File: src/rtl/binary_sign_packer.sv
// Binarizing producer: turns signed values into +1/-1 sign bits and packs them LSB-first.
// Optional macro BIN_THRESHOLD_EN adds a per-beat signed threshold input (i_threshold).
module binary_sign_packer #(
  parameter int BitSize   = 32,
  parameter int PackWidth = 8,
  localparam int CntW     = $clog2(PackWidth + 1)
) (
  input  logic                       clk,
  input  logic                       rst,
  input  logic                       in_valid,
  output logic                       in_ready,
  input  logic signed [BitSize-1:0]  in_data,
  input  logic                       in_last,
`ifdef BIN_THRESHOLD_EN
  input  logic signed [BitSize-1:0]  i_threshold,
`endif
  output logic                       out_valid,
  input  logic                       out_ready,
  output logic [PackWidth-1:0]       out_data,
  output logic [CntW-1:0]            out_count
);

  typedef enum logic {IDLE, FILL} state_t;

  localparam logic [CntW-1:0] FULL = CntW'(PackWidth);

  // 1 encodes multiply-by-+1, 0 encodes multiply-by--1; zero maps to +1.
  function automatic logic sign_bit(input logic signed [BitSize-1:0] v,
                                    input logic signed [BitSize-1:0] t);
    return v >= t;
  endfunction

  state_t                    state;
  logic [CntW-1:0]           cnt;
  logic [CntW-1:0]           cnt_nxt;
  logic [CntW-1:0]           wr_pos;
  logic [PackWidth-1:0]      sreg_p0;
  logic [PackWidth-1:0]      sreg_nxt;
  logic signed [BitSize-1:0] thr;
  logic                      accept;
  logic                      consume;
  logic                      done;

`ifdef BIN_THRESHOLD_EN
  assign thr = i_threshold;
`else
  assign thr = '0;
`endif

  assign in_ready = !out_valid || out_ready;

  always_comb begin
    accept   = in_valid && in_ready;
    consume  = out_valid && out_ready;
    wr_pos   = (state == IDLE) ? '0 : cnt;
    cnt_nxt  = wr_pos + CntW'(1);
    sreg_nxt = sreg_p0 | (PackWidth'(sign_bit(in_data, thr)) << wr_pos);
    done     = accept && (in_last || (cnt_nxt == FULL));
  end

  // Stage p0 (fill shift register) -> output word register
  always_ff @(posedge clk or posedge rst) begin
    if (rst) begin
      state     <= IDLE;
      cnt       <= '0;
      sreg_p0   <= '0;
      out_valid <= 1'b0;
      out_data  <= '0;
      out_count <= '0;
    end else begin
      if (consume && !done)
        out_valid <= 1'b0;
      if (accept) begin
        if (done) begin
          out_data  <= sreg_nxt;
          out_count <= cnt_nxt;
          out_valid <= 1'b1;
          cnt       <= '0;
          sreg_p0   <= '0;
          state     <= IDLE;
        end else begin
          cnt       <= cnt_nxt;
          sreg_p0   <= sreg_nxt;
          state     <= FILL;
        end
      end
    end
  end

endmodule

File: config.mk
export PLATFORM = sky130hd
export DESIGN_NAME = binary_sign_packer
export DESIGN_NICKNAME = d
export VERILOG_FILES = /design/src/rtl/binary_sign_packer.sv
export SDC_FILE = /design/constraint.sdc
export NUM_CORES = 1
export LEC_CHECK = 0
export ABC_AREA = 1
export CAP_MARGIN = 10
export CORE_ASPECT_RATIO = 1.5
export CORE_MARGIN = 2
export CORE_UTILIZATION = 34
export DETAILED_ROUTE_END_ITERATION = 16
export PLACE_DENSITY = 0.69
export SYNTH_ARGS = -nofsm -noshare
export SYNTH_HDL_FRONTEND = slang
export SYNTH_SLANG_ARGS = --single-unit
File: constraint.sdc
create_clock -name clk -period 2.4 [get_ports clk]
set_clock_uncertainty 0.1 [all_clocks]
set_input_delay 0.72 -clock clk [delete_from_list [all_inputs] [get_ports clk]]
set_output_delay 0.72 -clock clk [all_outputs]
set_load 0.01 [all_outputs]
# Yosys cells after proc, flatten, opt, wreduce, memory -nomap -nowiden
# Index checks and enable logic that the tools add are counted.
# Widths: inputs -> output; s select.
# totals
wordCells,27
output_inout_bits,14
ff_bits,26
input_bits,37
# classes
order_cmp,1
n_eq_ne,1
shifts,1
bitwise,1
n_addsub,1
reduce_logical,9
muxes,7
# op_table
op,count
$ge 32x1->1 const B,1
$mux 4,2
$mux 8,1
$or 8x8->8,1
$shl 1x4->8,1
$add 4x1->4 const B,1
$eq 4x4->1 const B,1
$logic_and 1x1->1,4
$mux 1,4
$logic_not 1->1,2
$logic_or 1x1->1,2
$reduce_and 2->1,1

# Depth between registers and ports, before layout
# depth
ltp_word,10
ltp_mapped,11
mapped_depth_nobuf,10

# Least setup slack after synthesis
# OpenSTA, ideal clock, no wires.
# synth_path
path_kind,input -> output
start,input port out_ready
end,output port in_ready
path_slack_ns,0.726
required_ns,1.580
path_stages,2
arrival_ns,0.854
n_path_buf,0
path_cell_list,inv_1 > nand2_1
# synth_via
elab_chain_len,1
# synth_rtl
element,line,text
"start, declared",18,"input logic out_ready,"
$logic_or 1x1->1,50,assign in_ready = !out_valid || out_ready;
"end, declared",11,"output logic in_ready,"
# Every way passes these cells.

# Final worst setup path
# Ends and elaborated chain as after synthesis.

==> flow_summary.ini <==
[global_routing]
antenna_found_initial = 0
grt_pass1_wl_mm = 4.26
grt_pass1_vias = 1018
grt_max_degree = 27
grt.total_usage_pct = 13.2
grt_overflow = 0

[layout]
area_delta_synth_final_pct = 21.8
drive_gt1_share_pct = 9.60
diodes = 0
utilization_pct = 42.6
stdcell_area_um2 = 1550
nets = 216
final_cells = 220

[timing]
final_hold_viol_count = 0
setup_violations = 0
tightest_slew_ns = 0.328
min_period_ns = 2.36
finalSetupTns_ns = 0
final-max-slew-violation-count = 0
fmax_mhz = 424
timing.final.crit_share_pct = 98.2
setup_ws_ns = 0.0435
slew_headroom_pct = 78.2
rsz0062_at_grt = no

[placement]
dp_hpwl_mm = 1.83
dp_cells = 216
post-place-ws_ns = -0.234
gp_congestion = 0.790
portBuffers = 19
place_area_um2 = 1500

[drt]
routed_wirelength_mm = 2.50
dr.pass1.iters = 4
postRouteAntennaNets = 0
drtIter0Drc = 31
drc = 0
vias = 1016
vias_per_cell = 4.62
wl_per_cell_um = 11.4

[cts]
cts_root_buffer = clkbuf_8
numCtsBuffers = 3
clkTransAtPathRegs_ns = 0.09
post_cts_buffers = 0
h-tree-depth = 1
hold_buffers = 0
clock_sinks = 26
cts_resized = 1
clockBufferDepth = 2
cts_tree = yes
clkLatencyLatePin_ns = 0.27

[critical_path]
critPathLaunchType = primary input
arrival_ns = 1.54
r2r_start = state
crit_start = out_ready
cp-end-kind = output port
critPathMaxFanout = 2
critPathRequiredTime_ns = 1.58
reg2reg_depth = 10
worstSetupPathType = primary input to output port
rrSetupSlack_ns = 0.59
worstReg2RegEnd = out_data[0]

[floorplan]
die_x_um = 54.0
start_util_pct = 35.0
io_pins = 51
die_y_um = 79.0
fp-row-count = 27
die-area_um2 = 4270
core_area_um2 = 3650

[logic_synthesis]
synth_area_um2 = 1280
ys_seq_area_share_pct = 51.0
yosys.area.top_type = dfrtp_1
synth_nets = 194
synth_area_leaders = dfrtp_1 (51%), nand2_1 (17%), nand3_1 (5.9%), inv_1 (4.4%), o21ai_0 (3.5%)
synth_top_area_share_pct = 51.0
ys_ff_latch = 26
synth_warnings = 0
synth_area_per_cell_um2 = 8.18
ys_types = 18
synth_cells = 156

[min_path]
hold_end = out_count[1]
min-delay-start = out_count[1]
min_path_cells = 2
hold_class = flop to flop

[run]
drv_cap = 0

[power_and_ir_drop]
peakVddDrop_mv = 0.323
p_leak_uw = 0.000834
powerDensity_nw_per_um2 = 587

[run_status]
status = finished clean
[routing by layer]
layer	up-vias	GRT usage, %	wire length (um)
met5	-	0	0
met4	0	7.50	80
met3	6	0.940	52
met2	19	24.8	1330
met1	455	13.6	1040
li1	536	-	-
[power by group]
part	switching, uW	internal, uW	leakage, uW	total, uW
logic	77.6	64.4	0.000454	142
registers	16.5	463	0.000352	480
clock network	143	147	0.0000288	290
[sequential cells by signal, indices dropped and copies added (netlist names)]
name / count
cnt: 4
sreg_p0: 8
state: 1
out_count: 4
out_valid: 1
out_data: 8
[logic make-up (layout without fill, tap and decap cells)]
group	count (synthesis)	in the layout	share of synthesized area, %
simple gates	85	85	29.6
flops	26	26	51.0
buf+inv	24	45	10.2
compound gates	20	20	8.23
fa+ha+maj	1	1	0.980
[worst max-delay path by stage]
stage	endpoint	slack, ns
after floorplan	in_ready	0.73
after CTS	in_ready	0.03
after detailed placement	in_ready	-0.23
after global placement	in_ready	-0.23
final	in_ready	0.04
after global routing	in_ready	0.02
[cells in the mapped netlist]
master,count
dfrtp_1,26
buf_6,4
o21ai_1,1
nor2_2,1
inv_2,3
o21bai_1,2
clkbuf_1,1
clkbuf_8,1
o21ai_0,9
nand2_1,57
nand2_2,2
ha_1,1
nor2_1,3
a21oi_1,8
nand3_1,15
inv_1,15
nand2_4,3
nand4_1,4
[worst max-delay path, cell delays in order]
cell and delay, ns:
clkdlybuf4s50_1 0.45, inv_1 0.03, nand2_1 0.07, dlygate4sd2_1 0.27
[per-stage QoR]
step	hold WS, ns	power, uW
detailed placement	0.357	634
global placement	0.354	631
global route	0.401	951
finish	0.373	912
CTS	0.380	918
floorplan	0.392	574
[placed cells by master, fill, tap and decap left out, drive strengths merged, types with 8 or more instances in the layout]
cell type,n
o21ai,10
a21oi,8
dfrtp,26
inv,18
nand2,62
clkdlybuf4s50,18
nand3,15
[cell type report]
type	count	area [um^2]
fill	366	2090
clock buffer	4	55.1
inverter	18	67.6
multi-input combinational	106	495
timing repair buffer	23	231
sequential	26	651
tap	43	53.8
No activity file was read; power rests on OpenSTA's default activity.
